===== config.mk =====
export PLATFORM = sky130hd
export DESIGN_NAME = lane_judge
export DESIGN_NICKNAME = d
export VERILOG_FILES = /design/src/rtl/lane_judge.sv
export SDC_FILE = /design/constraint.sdc
export NUM_CORES = 1
export LEC_CHECK = 0
export ABC_CLOCK_PERIOD_IN_PS = 2000
export BUFFER_PORTS_ARGS = -buffer_cell sky130_fd_sc_hd__buf_2
export CAP_MARGIN = 20
export CELL_PAD_IN_SITES_DETAIL_PLACEMENT = 1
export CELL_PAD_IN_SITES_GLOBAL_PLACEMENT = 1
export CORE_AREA = 2 2 54 107
export DETAILED_ROUTE_END_ITERATION = 6
export DIE_AREA = 0 0 56 109
export HOLD_SLACK_MARGIN = 0.02
export PLACE_DENSITY_LB_ADDON = 0.1
export SLEW_MARGIN = 10
export SYNTH_ARGS = -nofsm -noshare
export SYNTH_HDL_FRONTEND = slang
export SYNTH_SLANG_ARGS = --single-unit

===== constraint.sdc =====
create_clock -name clk -period 2 [get_ports clk]
set_input_delay 0.4 -clock clk [delete_from_list [all_inputs] [get_ports clk]]
set_output_delay 0.4 -clock clk [all_outputs]
set_load 0.1 [all_outputs]

===== src/rtl/lane_judge.sv =====
// lane_judge: judges player key presses against the 3-lane pattern shown for
// each beat, emitting registered hit/miss pulses and keeping a saturating
// score and a combo counter for the HEX display logic.
module lane_judge #(
  parameter int WINDOW  = 8,
  parameter int SCORE_W = 10,
  parameter int COMBO_W = 8
) (
  input  logic               clk,
  input  logic               reset,
  input  logic [2:0]         pattern,
  input  logic               tick,
  input  logic [2:0]         keys,
  output logic               hit,
  output logic               miss,
  output logic [SCORE_W-1:0] score,
  output logic [COMBO_W-1:0] combo,
  output logic               judging
);

  localparam logic [1:0] IDLE  = 2'd0;
  localparam logic [1:0] ARMED = 2'd1;
  localparam logic [1:0] DONE  = 2'd2;

  // Window counter loads WINDOW-1 so that a beat accepts edges for exactly
  // WINDOW cycles after the tick and times out WINDOW+1 cycles after it.
  localparam logic [7:0] CNT_INIT = 8'(WINDOW - 1);

  localparam logic [SCORE_W-1:0] SCORE_ONE = {{(SCORE_W-1){1'b0}}, 1'b1};
  localparam logic [COMBO_W-1:0] COMBO_ONE = {{(COMBO_W-1){1'b0}}, 1'b1};

  logic [1:0] state;
  logic [1:0] state_next;
  logic [2:0] target;
  logic [2:0] target_next;
  logic [2:0] acc;
  logic [2:0] acc_next;
  logic [7:0] cnt;
  logic [7:0] cnt_next;
  logic [2:0] keys_prev;
  logic [2:0] edges;
  logic [2:0] nacc;
  logic       target_legal;
  logic       stray;
  logic       complete;
  logic       judge_hit;
  logic       judge_miss;

  // Only fresh presses count; a key held across a tick gives no edge.
  assign edges = keys & ~keys_prev;

  // Lanes pressed so far for the armed beat, including this cycle's edges.
  assign nacc = acc | edges;

  // Any pressed lane outside the target spoils the beat immediately.
  assign stray = |(nacc & ~target);

  // An illegal target can never be completed, so such a beat always ends
  // in a miss (by timeout, stray press or the next tick).
  assign complete = target_legal && (nacc == target);

  // Recognise the four patterns the light generator is allowed to show.
  always_comb begin
    target_legal = 1'b0;
    case (target)
      3'b101, 3'b001, 3'b100, 3'b010: target_legal = 1'b1;
      default:                        target_legal = 1'b0;
    endcase
  end

  // Judge the armed beat, then let a tick arm the next beat on top of it.
  always_comb begin
    state_next  = state;
    target_next = target;
    acc_next    = acc;
    cnt_next    = cnt;
    judge_hit   = 1'b0;
    judge_miss  = 1'b0;

    case (state)
      ARMED: begin
        if (stray) begin
          judge_miss = 1'b1;
        end else if (complete) begin
          judge_hit = 1'b1;
        end else if (tick || (cnt == 8'd0)) begin
          // A new beat arriving closes the old one; incomplete means miss.
          judge_miss = 1'b1;
        end

        if (judge_hit || judge_miss) begin
          state_next = DONE;
        end else begin
          acc_next = nacc;
          cnt_next = cnt - 8'd1;
        end
      end
      IDLE, DONE: begin
        state_next = state;
      end
      default: begin
        state_next = IDLE;
      end
    endcase

    if (tick) begin
      state_next  = ARMED;
      target_next = pattern;
      acc_next    = 3'b000;
      cnt_next    = CNT_INIT;
    end
  end

  // Beat FSM and its per-beat bookkeeping.
  always_ff @(posedge clk or negedge reset) begin
    if (!reset) begin
      state  <= IDLE;
      target <= 3'b000;
      acc    <= 3'b000;
      cnt    <= 8'd0;
    end else begin
      state  <= state_next;
      target <= target_next;
      acc    <= acc_next;
      cnt    <= cnt_next;
    end
  end

  // Key history for edge detection, tracked in every state.
  always_ff @(posedge clk or negedge reset) begin
    if (!reset) begin
      keys_prev <= 3'b000;
    end else begin
      keys_prev <= keys;
    end
  end

  // Registered one-cycle verdict pulses.
  always_ff @(posedge clk or negedge reset) begin
    if (!reset) begin
      hit  <= 1'b0;
      miss <= 1'b0;
    end else begin
      hit  <= judge_hit;
      miss <= judge_miss;
    end
  end

  // Saturating score, counting every hit ever made.
  always_ff @(posedge clk or negedge reset) begin
    if (!reset) begin
      score <= '0;
    end else if (judge_hit && !(&score)) begin
      score <= score + SCORE_ONE;
    end
  end

  // Saturating combo, cleared by any miss.
  always_ff @(posedge clk or negedge reset) begin
    if (!reset) begin
      combo <= '0;
    end else if (judge_miss) begin
      combo <= '0;
    end else if (judge_hit && !(&combo)) begin
      combo <= combo + COMBO_ONE;
    end
  end

  assign judging = (state == ARMED);

endmodule


==> results of run 1 <==
==> layout make-up <==
| class | instances | area share (%) |
|---|---|---|
| clock buffer | 6 | 2.65 |
| inverter | 13 | 1.68 |
| multi-input combinational | 143 | 43.5 |
| timing repair buffer | 71 | 16.9 |
| sequential | 39 | 31.8 |
| clock inverter | 2 | 1.12 |
| tap | 60 | 2.41 |
==> layout by cell type, fill, tap and decap left out, types with 5 or more instances in the layout <==
master and n:
dfrtp_1 27, a21oi_2 9, nand2_1 13, nor2_1 7, dfrtp_2 12, nand4_1 7
o21ai_0 7, or3_4 5, buf_4 29, inv_1 9, buf_2 29, nand2b_1 5
buf_6 11, nand3_1 5, clkbuf_8 6
==> synth_stat cells, types with 2 or more instances <==
cell type,n
a21oi_1,14
clkbuf_1,3
dfrtp_1,39
ha_1,7
inv_1,13
mux2_1,2
mux2_2,3
mux2i_1,2
nand2_1,16
nand2b_1,6
nand3_1,5
nand4_1,7
nor2_1,8
nor2b_1,2
nor3_1,7
o2111ai_1,2
o21ai_0,7
o21ai_1,3
o21ba_1,2
o22ai_1,3
o31ai_1,7
o41ai_1,2
or2_2,2
or3_1,6
or4_1,6
xor2_1,4
==> power groups by stage <==
stage	Sequential, mW	Combinational, mW	Clock, mW
2_1_floorplan	1.09	0.212	0
3_3_place_gp	0.896	0.588	0
3_5_place_dp	0.899	0.600	0
4_1_cts	0.884	0.717	0.717
5_1_grt	0.898	0.823	0.746
6_report	0.890	0.779	0.709
==> critical path: stages (launching register included) <==
cell	delay, ps
dfrtp_1	410
a21oi_4	140
inv_2	60
ha_4	150
or3_4	330
a311o_1	410
or4_4	510
a21oi_2	150
==> per-layer routing <==
metal | vias up | GRT usage, % | part of all wire [%]
met5 | - | 0 | 0
met4 | 0 | 8.84 | 2.3
met3 | 12 | 4.27 | 3.2
met2 | 37 | 38.1 | 56
met1 | 949 | 22.3 | 39
li1 | 890 | - | -
==> sequential cells by signal (all words and copies together), names as in the netlist <==
register / cells
hit: 1
combo: 8
target: 3
acc: 3
miss: 1
score: 10
cnt: 8
keys_prev: 3
state: 2
==> per-stage QoR <==
stage / TNS, ps / std cells / power, mW
3_3_place_gp: -4510 / 313 / 1.48
2_1_floorplan: -232 / 198 / 1.30
6_report: -1870 / 334 / 2.38
3_5_place_dp: -5820 / 313 / 1.50
4_1_cts: -979 / 330 / 2.32
5_1_grt: -3690 / 334 / 2.47
==> kinds of logic after synthesis <==
| logic type | count (synthesis) |
|---|---|
| buf+inv | 17 |
| simple gates | 74 |
| xor+xnor | 5 |
| compound gates | 49 |
| fa+ha+maj | 7 |
| mux | 7 |
| flops | 39 |
==> what timing repair did <==
item / 4_1_cts / 5_1_grt
resized for setup: 38 / 36
setup buffers: 11 / 4
cloned: 1 / 0
endpoints found under the setup margin: 27 / 32
pin swaps: 13 / 17
==> final timing paths <==
| path | endpoint | slack (ps) | cells after the start |
|---|---|---|---|
| setup / recovery | cnt[4] | -250 | 7 |
| hold / removal | hit | 40 | 1 |
| setup reg to reg | cnt[4] | -250 | 7 |
| hold reg to reg | score[6] | 500 | 1 |
| max in group asynchronous | score[9] | 1470 | 2 |
| min in group clk | keys_prev[0] | 210 | 1 |
==> impl_metrics.ini, run 1 <==
[outcome]
status = finished with violations
failed_checks = setup timing

[synthesis]
synth-compound-area-share_pct = 17.4
ys_warn_count = 0
synthAdderAreaFrac_pct = 4.34
synth_edf_count = 0
yosys.area.top_type = dfrtp_1
synthDominantCellAreaShare_pct = 48.4
synth_area_leaders = dfrtp_1 48%, ha_1 4.3%, a21oi_1 3.5%, nand2_1 3.0%, o31ai_1 2.6%
syn-instance-count = 198
async_reset_ff_share_pct = 100
synthesis.area_sq_um = 2020
avgSynthCellArea_sq_um = 10.2
synth_nets = 214
synthMuxAreaShare_pct = 3.78
yosys.area_share.simple_pct = 20.7
synth_ff_type = dfrtp_1
synth-seq-area-share_pct = 48.4
synth_top_family_by_area = simple AND/OR/NAND/NOR gates
synth-seq-cells = 39
synth_xor_xnor_area_share_pct = 2.17
ys_types = 46

[place]
dpl-instance-area_sq_um = 2510
gp_congestion = 0.800
place_hpwl_mm = 3.80
io_buffers = 29
place_ws_ps = -304

[power_and_ir_drop]
p_int_mw = 1.52
vdd_drop_max_v = 0.000725
power.share.sequential_pct = 37.4
power_switching_uw = 859
pwr-share-clk_pct = 29.8
p_per_area_nw_per_um2 = 762
p_leak_nw = 1.38
power_frac_comb_pct = 32.8
swShare_pct = 36.1

[setup_path]
cp-startpoint = acc[2]
cp-start-kind = flop
reg2reg_from = acc[2]
critPathRequiredTime_ps = 2230
crit_arrival_ps = 2480
crit_type = reg -> reg
crit_fanout = 6
worst_setup_path_end_kind = flop

[final_layout]
drive_gt1_share_pct = 56.6
nFillCells = 577
design.final.nets = 289
stdcell_area_sq_um = 3120
multi_input_area_sq_um = 1360
post-route-util_pct = 58.6
ff_latch_area_sq_um = 991
insertedDiodeCount = 0
syn_to_final_growth_pct = 54.7

[timing]
rsz0062_at_grt = true
setup_viol = 22
finalClockSkew_ps = 14.0
post-route-min-period_ps = 2250
slew_viol_final = 0
setup_ws_ps = -245
relSlewSlack_pct = 49.8
fin_crit_sh_pct = 112
fmax_mhz = 445
hold_ws_ps = 38.9
tightest_slew_ps = 750
hold_viol_final = 0

[detailed_routing]
ant_nets = 0
wirelength_mm = 6.20
drcViolationCount = 0
firstDrtPassIters = 4
avgViaCountPerCell = 5.65
avgRoutedWirePerCell_microns = 18.6
initialDrtViolationCount = 47
vias = 1888

[clock_tree]
clkTransAtPathRegs_ps = 90
cts.hold.buffers_added = 0
cts_htree_levels = 2
insertion_delay_ps = 310
cts_inserted_buffers = 5
cts.sinks = 39
clk_root_buffer_cell = clkbuf_8
cts_tree = built
clk_path_buf_depth = 2

[floorplan]
start_util_pct = 37.9
dieHeight_microns = 109
boundaryPins = 30
rows = 38
die-area_sq_um = 6100
coreArea_sq_um = 5330
die_x_microns = 56

[global_routing]
overflow = 0
grt_antenna_before_repair = 0
grt_pass1_wl_mm = 9.75
grt_pass1_vias = 2027
grt_usage_pct = 20.6
grt_max_degree = 21

[flow_run]
maxCapViolCount = 0

[worst_hold_path]
hp-class = in -> async
Power figures use the tool's default switching activity.
==> inputs of run 2 (changes only) <==
--- a/config.mk
+++ b/config.mk
@@ -15,6 +15,7 @@
 export DIE_AREA = 0 0 56 109
 export HOLD_SLACK_MARGIN = 0.02
 export PLACE_DENSITY_LB_ADDON = 0.1
+export SKIP_LAST_GASP = 1
 export SLEW_MARGIN = 10
 export SYNTH_ARGS = -nofsm -noshare
 export SYNTH_HDL_FRONTEND = slang
==> impl_metrics.ini, run 2 (same netlist as run 1, synthesis figures left out) <==
[detailed_routing]
avgViaCountPerCell = 5.69
drcViolationCount = 0
avgRoutedWirePerCell_microns = 18.8
wirelength_mm = 6.28
firstDrtPassIters = 4
vias = 1900
initialDrtViolationCount = 28
ant_nets = 0

[setup_path]
crit_type = reg -> reg
worstRegToRegCells = 7
cp-start-kind = flop
timing.rr.end = cnt[4]
cp-startpoint = acc[2]
critPathRequiredTime_ps = 2230
crit_fanout = 6
r2r_slack_ps = -250
crit_arrival_ps = 2480
reg2reg_from = acc[2]
worst_setup_path_end_kind = flop

[place]
io_buffers = 29
place_inst = 313
gp_congestion = 0.800
place_hpwl_mm = 3.80

[timing]
setup_viol = 23
fmax_mhz = 445
slew_viol_final = 0
tightest_slew_ps = 728
rsz0062_at_grt = true
fin_crit_sh_pct = 112
hold_viol_final = 0
finalClockSkew_ps = 11.6
relSlewSlack_pct = 51.3
post-route-min-period_ps = 2250
setup_ws_ps = -247

[floorplan]
die-area_sq_um = 6100
coreArea_sq_um = 5330
boundaryPins = 30
dieHeight_microns = 109
die_x_microns = 56
rows = 38
start_util_pct = 37.9

[global_routing]
overflow = 0
grt_usage_pct = 20.6
grt_pass1_wl_mm = 9.75
grt_antenna_before_repair = 0
grt_max_degree = 21
grt_pass1_vias = 2029

[power_and_ir_drop]
power_frac_comb_pct = 32.9
p_int_mw = 1.52
power.share.sequential_pct = 37.4
power_switching_uw = 860
vdd_drop_max_v = 0.000859
p_per_area_nw_per_um2 = 764
p_leak_nw = 1.37
swShare_pct = 36.2
pwr-share-clk_pct = 29.8

[worst_hold_path]
hp-class = in -> async

[final_layout]
insertedDiodeCount = 0
drive_gt1_share_pct = 56.2
reg.largest.list = score (10), cnt (8), combo (8)
design.final.nets = 289
post-route-util_pct = 58.5
layout_common_cells = 29 x buf_2, 29 x buf_4, 27 x dfrtp_1, 13 x nand2_1, 12 x dfrtp_2
final_cell_count_no_fill = 334
largest_register = score
syn_to_final_growth_pct = 54.4
largest_reg_flops = 10

[clock_tree]
cts_tree = built
insertion_delay_ps = 310
clkTransAtPathRegs_ps = 80
clk_path_buf_depth = 2
cts.sinks = 39
cts_inserted_buffers = 5
cts_htree_levels = 2
clk_root_buffer_cell = clkbuf_8
cts.hold.buffers_added = 0

[outcome]
status = finished with violations
failed_checks = setup timing

[flow_run]
maxCapViolCount = 0
==> run 2: critical path, stage by stage, from the launching register on <==
cell and delay [ps]:
dfrtp_1 410, a21oi_4 140, inv_2 60, ha_4 150, or3_4 330, a311o_1 410
or4_4 520, a21oi_2 150
==> run 2: layout make-up <==
cell class	count	area [sq um]
fillers	578	2210
multi-input cells	143	1350
flip-flops and latches	39	991
repair buffers	71	527
clock buffers	6	82.6
well taps	60	75.1
inverters	13	52.6
clock inverters	2	35.0
==> run 2: per-stage QoR <==
step	hold slack, ps	area (sq um)	power [mW]	setup TNS (ps)	setup WS [ps]
after CTS	58.4	2910	2.32	-1060	-148
final	48.4	3110	2.38	-2030	-247
after global placement	389	2510	1.48	-4510	-252
after global routing	69.7	3110	2.47	-3940	-305
after floorplan	104	2070	1.30	-232	-71.2
after detailed placement	389	2510	1.50	-5820	-304
==> run 2: timing repair <==
action | CTS | global route
gates cloned | 1 | 0
pin swaps | 12 | 18
endpoints found under the setup margin | 27 | 32
buffers inserted | 11 | 4
gates resized for setup | 37 | 36
==> run 2: power by group through the flow <==
stage	logic (mW)	clock network, mW	registers, mW
floorplan	0.212	0	1.09
finish	0.781	0.708	0.889
CTS	0.717	0.717	0.884
detailed placement	0.600	0	0.899
global placement	0.588	0	0.896
global route	0.825	0.750	0.897
==> run 2: worst max-delay path by stage <==
stage / to / slack, ps
global route: cnt[4] / -300
CTS: cnt[4] / -150
finish: cnt[4] / -250
floorplan: cnt[5] / -70
global placement: cnt[7] / -250
detailed placement: cnt[4] / -300
==> run 2: layer usage <==
metal / wire [microns] / up-vias / global-route usage, %
met4: 176 / 0 / 8.84
li1: - / 887 / -
met1: 2480 / 953 / 22.3
met3: 193 / 16 / 4.27
met2: 3420 / 44 / 38.1
met5: 0 / - / 0
